### src/rtl/avr_fetch_unit_pkg.sv
// Shared constants and helpers for the AVR instruction prefetch path.
// The 32-bit opcode patterns are also consumed by the core decoder.
package avr_fetch_unit_pkg;

    localparam int unsigned FlashAwDefault = 14;

    localparam logic [15:0] JmpCallMask = 16'hFE0E;
    localparam logic [15:0] JmpMatch    = 16'h940C;
    localparam logic [15:0] CallMatch   = 16'h940E;
    localparam logic [15:0] LdsStsMask  = 16'hFC0F;
    localparam logic [15:0] LdsStsMatch = 16'h9000;

    typedef struct packed {
        logic [15:0] pc;
        logic [15:0] word;
    } fetch_entry_t;

    // FLASH stores words low byte first relative to the decoder's view.
    function automatic logic [15:0] byte_swap(input logic [15:0] w);
        return {w[7:0], w[15:8]};
    endfunction

    function automatic logic is_32bit(input logic [15:0] w);
        return ((w & JmpCallMask) == JmpMatch) ||
               ((w & JmpCallMask) == CallMatch) ||
               ((w & LdsStsMask) == LdsStsMatch);
    endfunction

endpackage

### src/rtl/avr_fetch_queue.sv
// Prefetch FIFO of {pc, word}; pops one or two entries per cycle and exposes
// the head and the entry behind it so a 32-bit instruction can be presented whole.
module avr_fetch_queue
    import avr_fetch_unit_pkg::*;
#(
    parameter int unsigned Depth = 4
) (
    input  logic                     clk_i,
    input  logic                     reset_i,
    input  logic                     push_i,
    input  logic [15:0]              push_pc_i,
    input  logic [15:0]              push_word_i,
    input  logic                     pop1_i,
    input  logic                     pop2_i,
    input  logic                     flush_i,
    output logic [$clog2(Depth):0]   count_o,
    output logic [15:0]              head_pc_o,
    output logic [15:0]              head_word_o,
    output logic [15:0]              head_next_o
);

    localparam int unsigned PtrW = $clog2(Depth);
    localparam int unsigned CntW = PtrW + 1;

    fetch_entry_t    mem_q [Depth];
    logic [PtrW-1:0] rd_ptr_q, rd_ptr_d;
    logic [PtrW-1:0] wr_ptr_q, wr_ptr_d;
    logic [PtrW-1:0] nxt_ptr;
    logic [CntW-1:0] count_q, count_d;
    logic [CntW-1:0] pop_cnt;

    always_comb begin
        pop_cnt  = pop2_i ? CntW'(2) : (pop1_i ? CntW'(1) : '0);
        rd_ptr_d = rd_ptr_q + PtrW'(pop_cnt);
        wr_ptr_d = wr_ptr_q + PtrW'(push_i);
        count_d  = count_q + CntW'(push_i) - pop_cnt;
        if (flush_i) begin
            rd_ptr_d = '0;
            wr_ptr_d = '0;
            count_d  = '0;
        end
    end

    always_ff @(posedge clk_i) begin
        if (reset_i) begin
            rd_ptr_q <= '0;
            wr_ptr_q <= '0;
            count_q  <= '0;
        end else begin
            rd_ptr_q <= rd_ptr_d;
            wr_ptr_q <= wr_ptr_d;
            count_q  <= count_d;
        end
    end

    // Storage needs no reset: only entries below count_q are ever observed.
    always_ff @(posedge clk_i) begin
        if (push_i && !flush_i) begin
            mem_q[wr_ptr_q] <= '{pc: push_pc_i, word: push_word_i};
        end
    end

    assign nxt_ptr     = rd_ptr_q + PtrW'(1);
    assign count_o     = count_q;
    assign head_pc_o   = mem_q[rd_ptr_q].pc;
    assign head_word_o = mem_q[rd_ptr_q].word;
    assign head_next_o = mem_q[nxt_ptr].word;

endmodule

### src/rtl/avr_fetch_unit.sv
// Instruction prefetch stage: streams FLASH words into a small queue and hands
// complete 16/32-bit AVR instructions to the core over valid/ready.
module avr_fetch_unit
    import avr_fetch_unit_pkg::*;
#(
    parameter int unsigned FLASH_AW    = FlashAwDefault,
    parameter int unsigned QUEUE_DEPTH = 4
) (
    input  logic                clk_i,
    input  logic                reset_i,
    output logic [FLASH_AW-1:0] flash_addr_o,
    output logic                flash_rd_o,
    input  logic [15:0]         flash_q_i,
    input  logic                redirect_valid_i,
    input  logic [15:0]         redirect_pc_i,
    output logic                instr_valid_o,
    input  logic                instr_ready_i,
    output logic [15:0]         instr_word1_o,
    output logic [15:0]         instr_word2_o,
    output logic [15:0]         instr_pc_o,
    output logic                instr_is32_o
);

    localparam int unsigned    CntW     = $clog2(QUEUE_DEPTH) + 1;
    localparam logic [CntW:0]  DepthLim = (CntW + 1)'(QUEUE_DEPTH);

    logic [FLASH_AW-1:0] fetch_pc_q, fetch_pc_d;
    logic [FLASH_AW-1:0] rtn_pc_q, rtn_pc_d;
    logic                inflight_q, inflight_d;

    logic                issue, push, pop;
    logic                has_one, head_32raw;
    logic [CntW-1:0]     count;
    logic [CntW:0]       credit_used;
    logic [15:0]         head_pc, head_word, head_next;
    logic                unused_redirect_hi;

    assign unused_redirect_hi = ^redirect_pc_i[15:FLASH_AW];

    // A word in flight already owns a queue slot, so a full queue can never overflow.
    assign credit_used = {1'b0, count} + {{CntW{1'b0}}, inflight_q};
    assign issue       = !reset_i && !redirect_valid_i && (credit_used < DepthLim);
    assign push        = inflight_q && !redirect_valid_i;

    assign has_one     = (count != '0);
    assign head_32raw  = is_32bit(head_word);

    always_comb begin
        instr_valid_o = has_one && (!head_32raw || (count >= CntW'(2)));
        instr_is32_o  = has_one && head_32raw;
        instr_word1_o = has_one ? head_word : 16'h0000;
        instr_pc_o    = has_one ? head_pc : 16'h0000;
        instr_word2_o = (instr_is32_o && count >= CntW'(2)) ? head_next : 16'h0000;
    end

    assign pop          = instr_valid_o && instr_ready_i && !redirect_valid_i;
    assign flash_rd_o   = issue;
    assign flash_addr_o = fetch_pc_q;

    always_comb begin
        fetch_pc_d = fetch_pc_q;
        rtn_pc_d   = rtn_pc_q;
        inflight_d = issue;
        if (redirect_valid_i) begin
            fetch_pc_d = redirect_pc_i[FLASH_AW-1:0];
        end else if (issue) begin
            fetch_pc_d = fetch_pc_q + FLASH_AW'(1);
            rtn_pc_d   = fetch_pc_q;
        end
    end

    always_ff @(posedge clk_i) begin
        if (reset_i) begin
            fetch_pc_q <= '0;
            rtn_pc_q   <= '0;
            inflight_q <= 1'b0;
        end else begin
            fetch_pc_q <= fetch_pc_d;
            rtn_pc_q   <= rtn_pc_d;
            inflight_q <= inflight_d;
        end
    end

    avr_fetch_queue #(
        .Depth (QUEUE_DEPTH)
    ) u_queue (
        .clk_i       (clk_i),
        .reset_i     (reset_i),
        .push_i      (push),
        .push_pc_i   (16'(rtn_pc_q)),
        .push_word_i (byte_swap(flash_q_i)),
        .pop1_i      (pop && !instr_is32_o),
        .pop2_i      (pop && instr_is32_o),
        .flush_i     (redirect_valid_i),
        .count_o     (count),
        .head_pc_o   (head_pc),
        .head_word_o (head_word),
        .head_next_o (head_next)
    );

endmodule

### config.mk
export PLATFORM = sky130hd
export DESIGN_NAME = avr_fetch_unit
export DESIGN_NICKNAME = d
export VERILOG_FILES = /design/src/rtl/avr_fetch_unit_pkg.sv /design/src/rtl/avr_fetch_queue.sv /design/src/rtl/avr_fetch_unit.sv
export SDC_FILE = /design/constraint.sdc
export NUM_CORES = 1
export LEC_CHECK = 0
export CORE_ASPECT_RATIO = 0.5
export CORE_MARGIN = 2
export CORE_UTILIZATION = 54
export CTS_CLUSTER_DIAMETER = 60
export CTS_CLUSTER_SIZE = 28
export DETAILED_ROUTE_END_ITERATION = 7
export PLACE_DENSITY = 0.84
export RECOVER_POWER = 50
export SYNTH_ARGS = -nofsm -noshare
export SYNTH_HDL_FRONTEND = slang
export SYNTH_SLANG_ARGS = --single-unit
### constraint.sdc
create_clock -name clk_i -period 4.3 [get_ports clk_i]
set_input_delay 0.86 -clock clk_i [delete_from_list [all_inputs] [get_ports clk_i]]
set_output_delay 0.86 -clock clk_i [all_outputs]
set_load 0.02 [all_outputs]
### Yosys cells after proc, flatten, opt, wreduce, memory -nomap -nowiden

Memory sizes are Yosys's and may differ from the RTL's. A register that Yosys moved wholly into a read port is not among the register bits.
Index checks and enable logic that the tools add are counted.

| word-level totals | value |
|---|---|
| bits in registers | 36 |
| output and inout bits | 65 |
| memories | 1 |
| memory bits (writable) | 120 |

Memory list:

| name | depth | bits a word | rd ports | clocked after memory_dff | write ports | line | text |
|---|---|---|---|---|---|---|---|
| u_queue.mem_q | 4 | 30 | 2 | 1 | 1 | avr_fetch_queue.sv:25 | `fetch_entry_t mem_q [Depth];` |

| operators by class | value |
|---|---|
| $lt $le $gt $ge | 2 |
| mux-type cells | 10 |
| reductions and logical operators | 22 |
| bitwise operators | 1 |
| equality and inequality tests | 3 |
| add/sub/neg operators | 7 |

Operator list:

| operator | number |
|---|---|
| $mux 16 | 3 |
| $eq 10x10->1 const B | 3 |
| $mux 14 | 2 |
| $add 14x1->14 const B | 1 |
| $logic_and 1x1->1 | 11 |
| $add 3x1->4 | 1 |
| $logic_not 1->1 | 4 |
| $lt 4x3->1 const B | 1 |
| $add 3x1->3 | 1 |
| $ge 3x2->1 const B | 1 |
| $logic_or 1x1->1 | 3 |
| $mux 1 | 3 |
| $mux 3 | 1 |
| $reduce_bool 3->1 | 1 |
| $sub 3x3->3 | 1 |
| $add 2x1->2 | 1 |
| $add 2x1->2 const B | 1 |
| $add 2x2->2 | 1 |
| $mux 2 | 1 |
| $reduce_and 2->1 | 1 |
| $reduce_bool 2->1 | 1 |
| $reduce_or 2->1 | 1 |
| $not 1->1 | 1 |

### Longest topological paths before layout

Gate-level depths: netlist of the first run.

| logic depth | value |
|---|---|
| word-level depth | 13 |
| depth in mapped cells | 15 |

### Cells and area by module

A second synthesis of the first run with hierarchy kept.

| second synthesis, totals | value |
|---|---|
| cell total of the unflattened synthesis | 453 |
| area total of the unflattened synthesis | 7,110.6 um2 |

By module, submodules not included:

| module | sequential area each (um2) | times used | cells an instance | area an instance (um2) |
|---|---|---|---|---|
| avr_fetch_queue | 3,983.8 | 1 | 222 | 5,405.2 |
| avr_fetch_unit | 580.6 | 1 | 231 | 1,705.4 |

### Least setup slack after synthesis of the first run

No wires, ideal clock.

| path | value |
|---|---|
| path type | input-to-reg |
| start point | in redirect_valid_i |
| end point | mem u_queue.mem_q[0][0] (netlist name), enable pin |
| cell stages on the path | 3 |
| arrival time | 3,588 ps |
| path slack | 251 ps |
| cells stage by stage | clkbuf_1 -> nor2b_1 -> nor3b_1 |

| on the way | value |
|---|---|
| cells in the longest elaborated chain, start to end | 5 |

RTL lines:

| item | line | text |
|---|---|---|
| from (decl) | avr_fetch_unit.sv:14 | `input logic redirect_valid_i,` |
| $logic_not 1->1 (*) | avr_fetch_queue.sv:58, avr_fetch_unit.sv:43 |  |
| $logic_and 1x1->1 | avr_fetch_unit.sv:43 | `assign push = inflight_q && !redirect_valid_i;` |
| $logic_and 1x1->1 (*) | avr_fetch_queue.sv:58 | `if (push_i && !flush_i) begin` |
| $mux 1 (*) | avr_fetch_queue.sv:58 |  |
| $mux 1 (implied by the code) (*) | avr_fetch_queue.sv:59 | `mem_q[wr_ptr_q] <= '{pc: push_pc_i, word: push_word_i};` |
| to (decl) | avr_fetch_queue.sv:25 |  |

Mark *: on every way between the ends. The rest lies on a longest branch, timed or not.

### Worst setup path in the final report of the first run

| path | value |
|---|---|
| start point | reg u_queue.rd_ptr_q[0] |
| end point | out instr_word2_o[13] |

| on the way | value |
|---|---|
| cells in the longest elaborated chain, start to end | 3 |

RTL lines:

| item | line | text |
|---|---|---|
| from (decl) | avr_fetch_queue.sv:26 | `logic [PtrW-1:0] rd_ptr_q, rd_ptr_d;` |
| from (signal assigned) | avr_fetch_queue.sv:50 | `rd_ptr_q <= rd_ptr_d;` |
| $add 2x1->2 | avr_fetch_queue.sv:63 | `assign nxt_ptr = rd_ptr_q + PtrW'(1);` |
| $mem_v2 4x30 | n/a |  |
| $mux 16 | avr_fetch_unit.sv:53 | `instr_word2_o = (instr_is32_o && count >= CntW'(2)) ? head_next : 16'h0000;` |
| to (decl) | avr_fetch_unit.sv:19 | `output logic [15:0] instr_word2_o,` |

No other way between the ends.

==> results of run 1 <==
## state kept, by name, summed over array words and instances, names as in the netlist
name,cells
u_queue.mem_q,120
u_queue.wr_ptr_q,2
u_queue.rd_ptr_q,2
flash_addr_o,14
u_queue.count_o,3
inflight_q,1
rtn_pc_q,14
## cell type report
| type | count | area share, % |
|---|---|---|
| Timing Repair Buffer | 115 | 12.97 |
| Multi-Input combinational cell | 257 | 26.85 |
| Clock inverter | 2 | 0.4032 |
| Tap cell | 165 | 2.376 |
| Inverter | 10 | 0.4320 |
| Clock buffer | 30 | 7.142 |
| Sequential cell | 156 | 49.82 |
## worst paths after layout
check	start	end	slack, ns	cells after the start
max	u_queue.rd_ptr_q[0]	instr_word2_o[13]	0.16	7
min	flash_addr_o[13]	rtn_pc_q[13]	0.50	2
max reg2reg	u_queue.rd_ptr_q[0]	u_queue.count_o[2]	0.69	13
min reg2reg	flash_addr_o[13]	rtn_pc_q[13]	0.50	2
## worst max-delay path: stages, from the launching register on
cell and delay [ns]:
sky130_fd_sc_hd__dfxtp_2 0.43, sky130_fd_sc_hd__mux4_1 0.63, sky130_fd_sc_hd__or4_4 0.55, sky130_fd_sc_hd__o21ai_2 0.23, sky130_fd_sc_hd__o211ai_4 0.13, sky130_fd_sc_hd__buf_12 0.18
sky130_fd_sc_hd__nor2b_1 0.10, sky130_fd_sc_hd__clkdlybuf4s50_1 0.62
## report_power, final
part | switching [uW] | internal, uW
logic | 90.6 | 80.6
clock network | 550 | 1030
registers | 23.6 | 1640
total | 664 | 2750
## cells in the final DEF (no fill, tap or decap), types with 4 or more instances in the layout
cell / synthesis / layout
sky130_fd_sc_hd__edfxtp_1: 120 / 120
sky130_fd_sc_hd__mux4_2: 39 / 39
sky130_fd_sc_hd__dlygate4sd3_1: 0 / 18
sky130_fd_sc_hd__nand3_1: 6 / 6
sky130_fd_sc_hd__dfxtp_1: 36 / 34
sky130_fd_sc_hd__a31oi_1: 5 / 5
sky130_fd_sc_hd__clkbuf_1: 13 / 9
sky130_fd_sc_hd__nand2_1: 41 / 41
sky130_fd_sc_hd__buf_4: 2 / 11
sky130_fd_sc_hd__mux4_1: 5 / 5
sky130_fd_sc_hd__inv_1: 9 / 9
sky130_fd_sc_hd__and2_1: 5 / 4
sky130_fd_sc_hd__nor2b_1: 43 / 43
sky130_fd_sc_hd__o21ai_0: 5 / 5
sky130_fd_sc_hd__clkbuf_8: 0 / 4
sky130_fd_sc_hd__ha_1: 6 / 6
sky130_fd_sc_hd__nor2_1: 17 / 16
sky130_fd_sc_hd__dlymetal6s2s_1: 0 / 4
sky130_fd_sc_hd__a21oi_1: 25 / 25
sky130_fd_sc_hd__clkbuf_16: 0 / 22
sky130_fd_sc_hd__mux2_2: 4 / 4
sky130_fd_sc_hd__clkdlybuf4s50_1: 0 / 74
sky130_fd_sc_hd__nand4_1: 5 / 5
## metrics by stage
step | utilization (%) | instance area (um^2) | power, uW | hold slack [ns]
after floorplan | - | 6813 | 1773 | 0.4600
after global placement | 66.47 | 8010 | 1861 | 0.4748
after detailed placement | 66.47 | 8010 | 1867 | 0.4904
after CTS | 72.19 | 8700 | 3443 | 0.4976
after global routing | 72.10 | 8690 | 3523 | 0.5202
final | 72.10 | 8690 | 3417 | 0.4992
## repair_timing
action / in CTS / in global routing
resized for setup: 2 / 5
buffers inserted: 2 / 0
gates cloned: 0 / 0
setup endpoints to repair: 4 / 4
pin swaps: 1 / 0
## per-layer routing
metal | vias to the layer above | GRT usage [%] | share of wire (%)
met5 | - | 0 | 0
met4 | 0 | 6.999 | 1.1
met3 | 16 | 5.245 | 5.7
met2 | 164 | 37.90 | 51
met1 | 2115 | 28.39 | 42
li1 | 1939 | - | -
## cells by family after synthesis
family	count (synthesis)	share of synthesized area [%]
flip-flops	156	63.51
buffers and inverters	36	2.462
multiplexers	51	15.93
AND/OR/NAND/NOR	142	11.26
XOR/XNOR	4	0.5146
other	1	0.05507
adder cells (fa/ha/maj)	7	1.397
AO/OA/AOI/OAI	51	4.870
==> results by group, run 1 <==
Placed design
  • Worst slack at placement: 0.3442 ns
  • HPWL after detailed placement: 9199 um
  • Port buffer count: 96
  • Global placer's final weighted congestion: 0.8802
  • Placed cell count: 701

Cells and area
  • Number of antenna cells inserted: 0
  • Share of post-route cells with drive strength above 1: 17.02%
  • Final nets: 600
  • Multi-input gate area in the final layout: 0.002333 mm^2
  • Area growth from synthesis to final layout: 27.62%
  • Sequential standard cell area: 0.004329 mm^2
  • Filler Cell Count: 757
  • Post-route non-filler standard cell count: 735

Drt
  • Residual DRC: 0
  • Final antenna-violating net count: 0
  • Vias per cell: 5.761
  • Iter 0 DRT Violations: 309
  • DRT Pass-1 Iters: 5
  • Via count: 4234
  • Routed Wire Length: 14380 um
  • Routed WL per cell: 19.56 um

Clock tree
  • Maximum number of buffers from clock root to sink: 2
  • Clk slew on worst S/H paths: 0.06 ns
  • Clock tree from TritonCTS: yes
  • TritonCTS sink count: 156
  • Buffer cell driving the clock tree root: sky130_fd_sc_hd__clkbuf_16
  • Maximum level of the CTS H-tree: 4
  • Clock buffer count from CTS: 17
  • Hold_buf cts: 0
  • Clock Latency Late Sink: 0.41 ns

Logic synthesis
  • Post-synthesis average cell area: 15.20 um^2
  • Distinct cells, synth: 55
  • Post-Syn Area: 0.006809 mm^2
  • Number of cells produced by synthesis: 448
  • Most common cell in the netlist: sky130_fd_sc_hd__edfxtp_1
  • Fraction of synthesis flops using an asynchronous set or reset pin: 0%
  • Cell type contributing the most total cell area after synthesis: sky130_fd_sc_hd__edfxtp_1
  • Warnings from Yosys: 0
  • Synthesized flop and latch total: 156
  • Sequential cell area fraction in the yosys report: 63.51%
  • Main area contributors after synthesis: sky130_fd_sc_hd__edfxtp_1 53%, sky130_fd_sc_hd__mux4_2 13%, sky130_fd_sc_hd__dfxtp_1 11%
  • Flip-flop cell with the highest count after synthesis: sky130_fd_sc_hd__edfxtp_1
  • Number of synthesized flops with an enable pin: 120
  • Most frequent cells after synthesis: 120 x sky130_fd_sc_hd__edfxtp_1, 43 x sky130_fd_sc_hd__nor2b_1, 41 x sky130_fd_sc_hd__nand2_1
  • Area share of the largest cell type after synthesis: 52.92%

Run
  • Count of max-cap constraint violations: 0

Setup path
  • WP data required: 3.44 ns
  • CP Max Fanout: 14
  • Nature of the critical path endpoint: output port
  • Category of the most critical setup path: reg2out
  • Category of the worst setup path launch point: flop
  • Arrival time worst endpoint: 3.28 ns

Timing
  • Number of endpoints failing setup at the final stage: 0
  • Slew Limit Headroom: 26.84%
  • Highest achievable clock rate: 0.2418 GHz
  • Transition time of the tightest slew-check pin: 1.097 ns
  • Count of final max-slew check failures: 0
  • Setup TNS Final: 0 ns
  • Crit share post-route: 96.19%
  • Final clock skew: 0.006770 ns
  • Final min period: 4.136 ns
  • Setup repair after global routing missed its margin: false
  • Count of endpoints failing hold in the final timing report: 0
  • Least setup slack across all paths after layout: 0.1638 ns

GRT
  • Global-route wire length before repair: 22850 um
  • Maximum number of pins on one net before global-route repair: 30
  • Overall fraction of global-route tracks in use: 22.22%
  • Number of antenna violations at the first check in global routing: 0
  • Vias in the first global route: 4335
  • Sum of overflow across all layers after global routing: 0

Pwr
  • Power Dens Cells: 393.2 mW/mm^2
  • Max VDD drop: 0.2918 mV
  • Leakage power: 0.002992 uW

Die
  • Horiz. Die Dim: 162.8 um
  • I/O pins: 101
  • Die ar.: 0.01358 mm^2
  • Vertical die dimension: 83.40 um
  • Core region area: 0.01205 mm^2
  • Standard-cell rows: 28
  • Starting density of the core: 56.50%

Min path
  • Type of the most critical hold path: reg2reg

Status
  • Status: completed
Power figures use the tool's default switching activity.
==> run 2, diff against run 1 <==
CORE_UTILIZATION = 57   (was 54)
PLACE_DENSITY = 0.87   (was 0.84)
REMOVE_ABC_BUFFERS = 1   (was not set)
clock period = 5 ns   (was 4.3 ns; I/O delays follow)
==> run 2 against run 1 <==
Against the previous run: clock power shrank 23%; via count down 0.45%; die area is 5.1% lower; non-clock buffer count down 4; clock-buffer cell count is 4 lower; sequential share of layout area up 0.89 points; total power decreased by 18%; critical path type unchanged; critical endpoint is now instr_word2_o[12]; largest power group unchanged.
==> results by group, run 2 (synthesis gave the netlist of run 1 again) <==
Die
  • Horiz. Die Dim: 158.6 um (was 162.8 um)
  • Standard-cell rows: 28 (unchanged)
  • Vertical die dimension: 81.29 um (was 83.40 um)
  • I/O pins: 101 (unchanged)
  • Starting density of the core: 58.02% (was 56.50%)
  • Die ar.: 0.01289 mm^2 (was 0.01358 mm^2)
  • Core region area: 0.01174 mm^2 (was 0.01205 mm^2)

Timing
  • Final min period: 4.645 ns
  • Transition time of the tightest slew-check pin: 1.324 ns (was 1.097 ns)
  • Highest achievable clock rate: 0.2153 GHz
  • Setup repair after global routing missed its margin: false (unchanged)
  • Count of final max-slew check failures: 0 (unchanged)
  • Setup TNS Final: 0 ns (unchanged)
  • Crit share post-route: 92.90%
  • Number of endpoints failing setup at the final stage: 0 (unchanged)
  • Count of endpoints failing hold in the final timing report: 0 (unchanged)
  • Slew Limit Headroom: 11.75% (was 26.84%)
  • Final clock skew: 0.007734 ns (was 0.006770 ns)

Clock tree
  • Maximum number of buffers from clock root to sink: 2 (unchanged)
  • Post-CTS sizing: 0 (was 2)
  • Clock buffer count from CTS: 17 (unchanged)
  • TritonCTS sink count: 156 (unchanged)
  • Hold_buf cts: 0 (unchanged)
  • Clk slew on worst S/H paths: 0.06 ns (about the same)
  • Clock tree from TritonCTS: yes (unchanged)
  • Buffer cell driving the clock tree root: sky130_fd_sc_hd__clkbuf_16 (unchanged)
  • Maximum level of the CTS H-tree: 4 (unchanged)
  • Clock Latency Late Sink: 0.42 ns (was 0.41 ns)
  • Number of setup buffers added after CTS: 0 (was 2)

Drt
  • Vias per cell: 5.766 (was 5.761)
  • Routed Wire Length: 14040 um (was 14380 um)
  • Via count: 4215 (was 4234)
  • DRT Pass-1 Iters: 4 (was 5)
  • Routed WL per cell: 19.21 um (was 19.56 um)
  • Iter 0 DRT Violations: 227 (was 309)
  • Residual DRC: 0 (unchanged)
  • Final antenna-violating net count: 0 (unchanged)

Setup path
  • Cells along the critical path: mux4_1 -> or4_4 -> o21ai_2 -> o211ai_4 -> a211oi_2 -> clkdlybuf4s50_1 (was mux4_1 -> or4_4 -> o21ai_2 -> o211ai_4 -> buf_12 -> nor2b_1 -> clkdlybuf4s50_1)
  • Crit-path slowest cell: sky130_fd_sc_hd__mux4_1 (unchanged)
  • WP data required: 4.00 ns (was 3.44 ns)
  • Largest delay share family, worst path: compound AO/OA/AOI/OAI gates (was buffers and inverters)
  • Launch instance of the worst register-to-register path: u_queue.rd_ptr_q[0] (unchanged)
  • CP Max Fanout: 16 (was 14)
  • CP max stage delay: 0.65 ns (was 0.63 ns)
  • Category of the worst setup path launch point: flop (unchanged)
  • Category of the most critical setup path: reg2out (unchanged)
  • Buf+Inv Stages, Crit Path: 1 (was 2)
  • Arrival time worst endpoint: 3.65 ns (was 3.28 ns)
  • Launch point of the critical path: u_queue.rd_ptr_q[0] (unchanged)
  • Nature of the critical path endpoint: output port (unchanged)

Min path
  • Start point of the worst hold path: rtn_pc_q[9] (was flash_addr_o[13])
  • Type of the most critical hold path: reg2reg (unchanged)

Cells and area
  • Number of antenna cells inserted: 0 (unchanged)
  • Most frequent cells in the layout: 120 x sky130_fd_sc_hd__edfxtp_1, 70 x sky130_fd_sc_hd__clkdlybuf4s50_1, 43 x sky130_fd_sc_hd__nor2b_1 (was 120 x sky130_fd_sc_hd__edfxtp_1, 74 x sky130_fd_sc_hd__clkdlybuf4s50_1, 43 x sky130_fd_sc_hd__nor2b_1)
  • Post-route cell area: 0.008532 mm^2 (was 0.008690 mm^2)
  • Filler Cell Count: 757 (unchanged)
  • Register name with the most flops: u_queue.mem_q (unchanged)
  • Flip-flop count of the largest register, all copies and words added: 120 (unchanged)
  • Area growth from synthesis to final layout: 25.30% (was 27.62%)
  • Most frequent standard cell in the layout excluding fill and tap cells: sky130_fd_sc_hd__edfxtp_1 (unchanged)
  • Final nets: 596 (was 600)
  • Share of post-route cells with drive strength above 1: 15.90% (was 17.02%)

Pwr
  • Switching fraction of total power: 20.12% (was 19.43%)
  • Leakage power: 0.002871 uW (was 0.002992 uW)
  • Power Dens Cells: 327.4 mW/mm^2 (was 393.2 mW/mm^2)
  • Combinational power share: 5.2% (was 5.0%)
  • Max VDD drop: 0.2851 mV (was 0.2918 mV)
  • Clock Power Share: 43.7% (was 46.4%)
  • Sw Pwr: 562.0 uW (was 664.1 uW)
  • Internal Power: 2231 uW (was 2753 uW)
  • Share of total power in sequential cells: 51.2% (was 48.6%)

Run
  • Count of max-cap constraint violations: 0 (unchanged)

GRT
  • Overall fraction of global-route tracks in use: 23.00% (was 22.22%)
  • Global-route wire length before repair: 21390 um (was 22850 um)
  • Number of antenna violations at the first check in global routing: 0 (unchanged)
  • Sum of overflow across all layers after global routing: 0 (unchanged)
  • Vias in the first global route: 4193 (was 4335)
  • Maximum number of pins on one net before global-route repair: 31 (was 30)

Placed design
  • Placed Area: 0.007983 mm^2 (was 0.008010 mm^2)
  • Global placer's final weighted congestion: 0.8466 (was 0.8802)
  • Port buffer count: 96 (unchanged)
  • HPWL after detailed placement: 9145 um (was 9199 um)

Status
  • Status: completed (unchanged)
[run 2: final timing paths]
check / cells past startpoint / to / slack (ns)
setup reg to reg: 13 / u_queue.count_o[2] / 1.17
hold reg to reg: 0 / u_queue.mem_q[0][25] / 0.50
setup / recovery: 6 / instr_word2_o[12] / 0.35
hold / removal: 0 / u_queue.mem_q[0][25] / 0.50
[run 2: stage by stage]
step / utilization, % / cells / hold WS (ns) / total power (uW) / worst slack, ns
after floorplan: - / 423 / 0.4576 / 1518 / 0.1802
after global placement: 68.02 / 699 / 0.4756 / 1599 / 0.8563
after detailed placement: 68.02 / 699 / 0.4843 / 1604 / 0.8266
after CTS: 72.87 / 731 / 0.4989 / 2814 / 0.3492
after global routing: 72.70 / 731 / 0.5298 / 2879 / 0.2077
final: 72.70 / 731 / 0.4982 / 2793 / 0.3550
[run 2: layer usage]
| layer | wire length, um | GRT usage [%] |
|---|---|---|
| met5 | 0 | 0 |
| met4 | 208 | 7.387 |
| met3 | 852 | 6.457 |
| met2 | 7187 | 39.39 |
| met1 | 5794 | 28.95 |
[run 2: worst reg2reg max path, delay by kind of cell, from the launching register on]
| family | cells | cell delay (ns) |
|---|---|---|
| and+or+nand+nor | 4 | 1.03 |
| adders and majority gates | 3 | 0.78 |
| muxes | 1 | 0.65 |
| DFF | 1 | 0.52 |
| xor gates and xnor gates | 2 | 0.31 |
| AOI/OAI and AO/OA | 1 | 0.30 |
| buffers and inverters | 2 | 0.11 |
[run 2: cell type report]
cell class / count / area [um^2] / area share (%)
flip-flops and latches: 156 / 4327 / 50.71
well taps: 165 / 206.4 / 2.420
clock inverters: 6 / 57.56 / 0.6746
inverters: 10 / 37.54 / 0.4399
repair buffers: 111 / 1059 / 12.41
clock buffers: 26 / 511.7 / 5.998
multi-input cells: 257 / 2333 / 27.35
[run 2: power groups by stage]
stage | Sequential, uW | Combinational, uW | Clock, uW
floorplan | 1460 | 58.5 | 0
global placement | 1450 | 146 | 0
detailed placement | 1460 | 149 | 0
CTS | 1430 | 150 | 1240
global route | 1430 | 155 | 1290
finish | 1430 | 144 | 1220
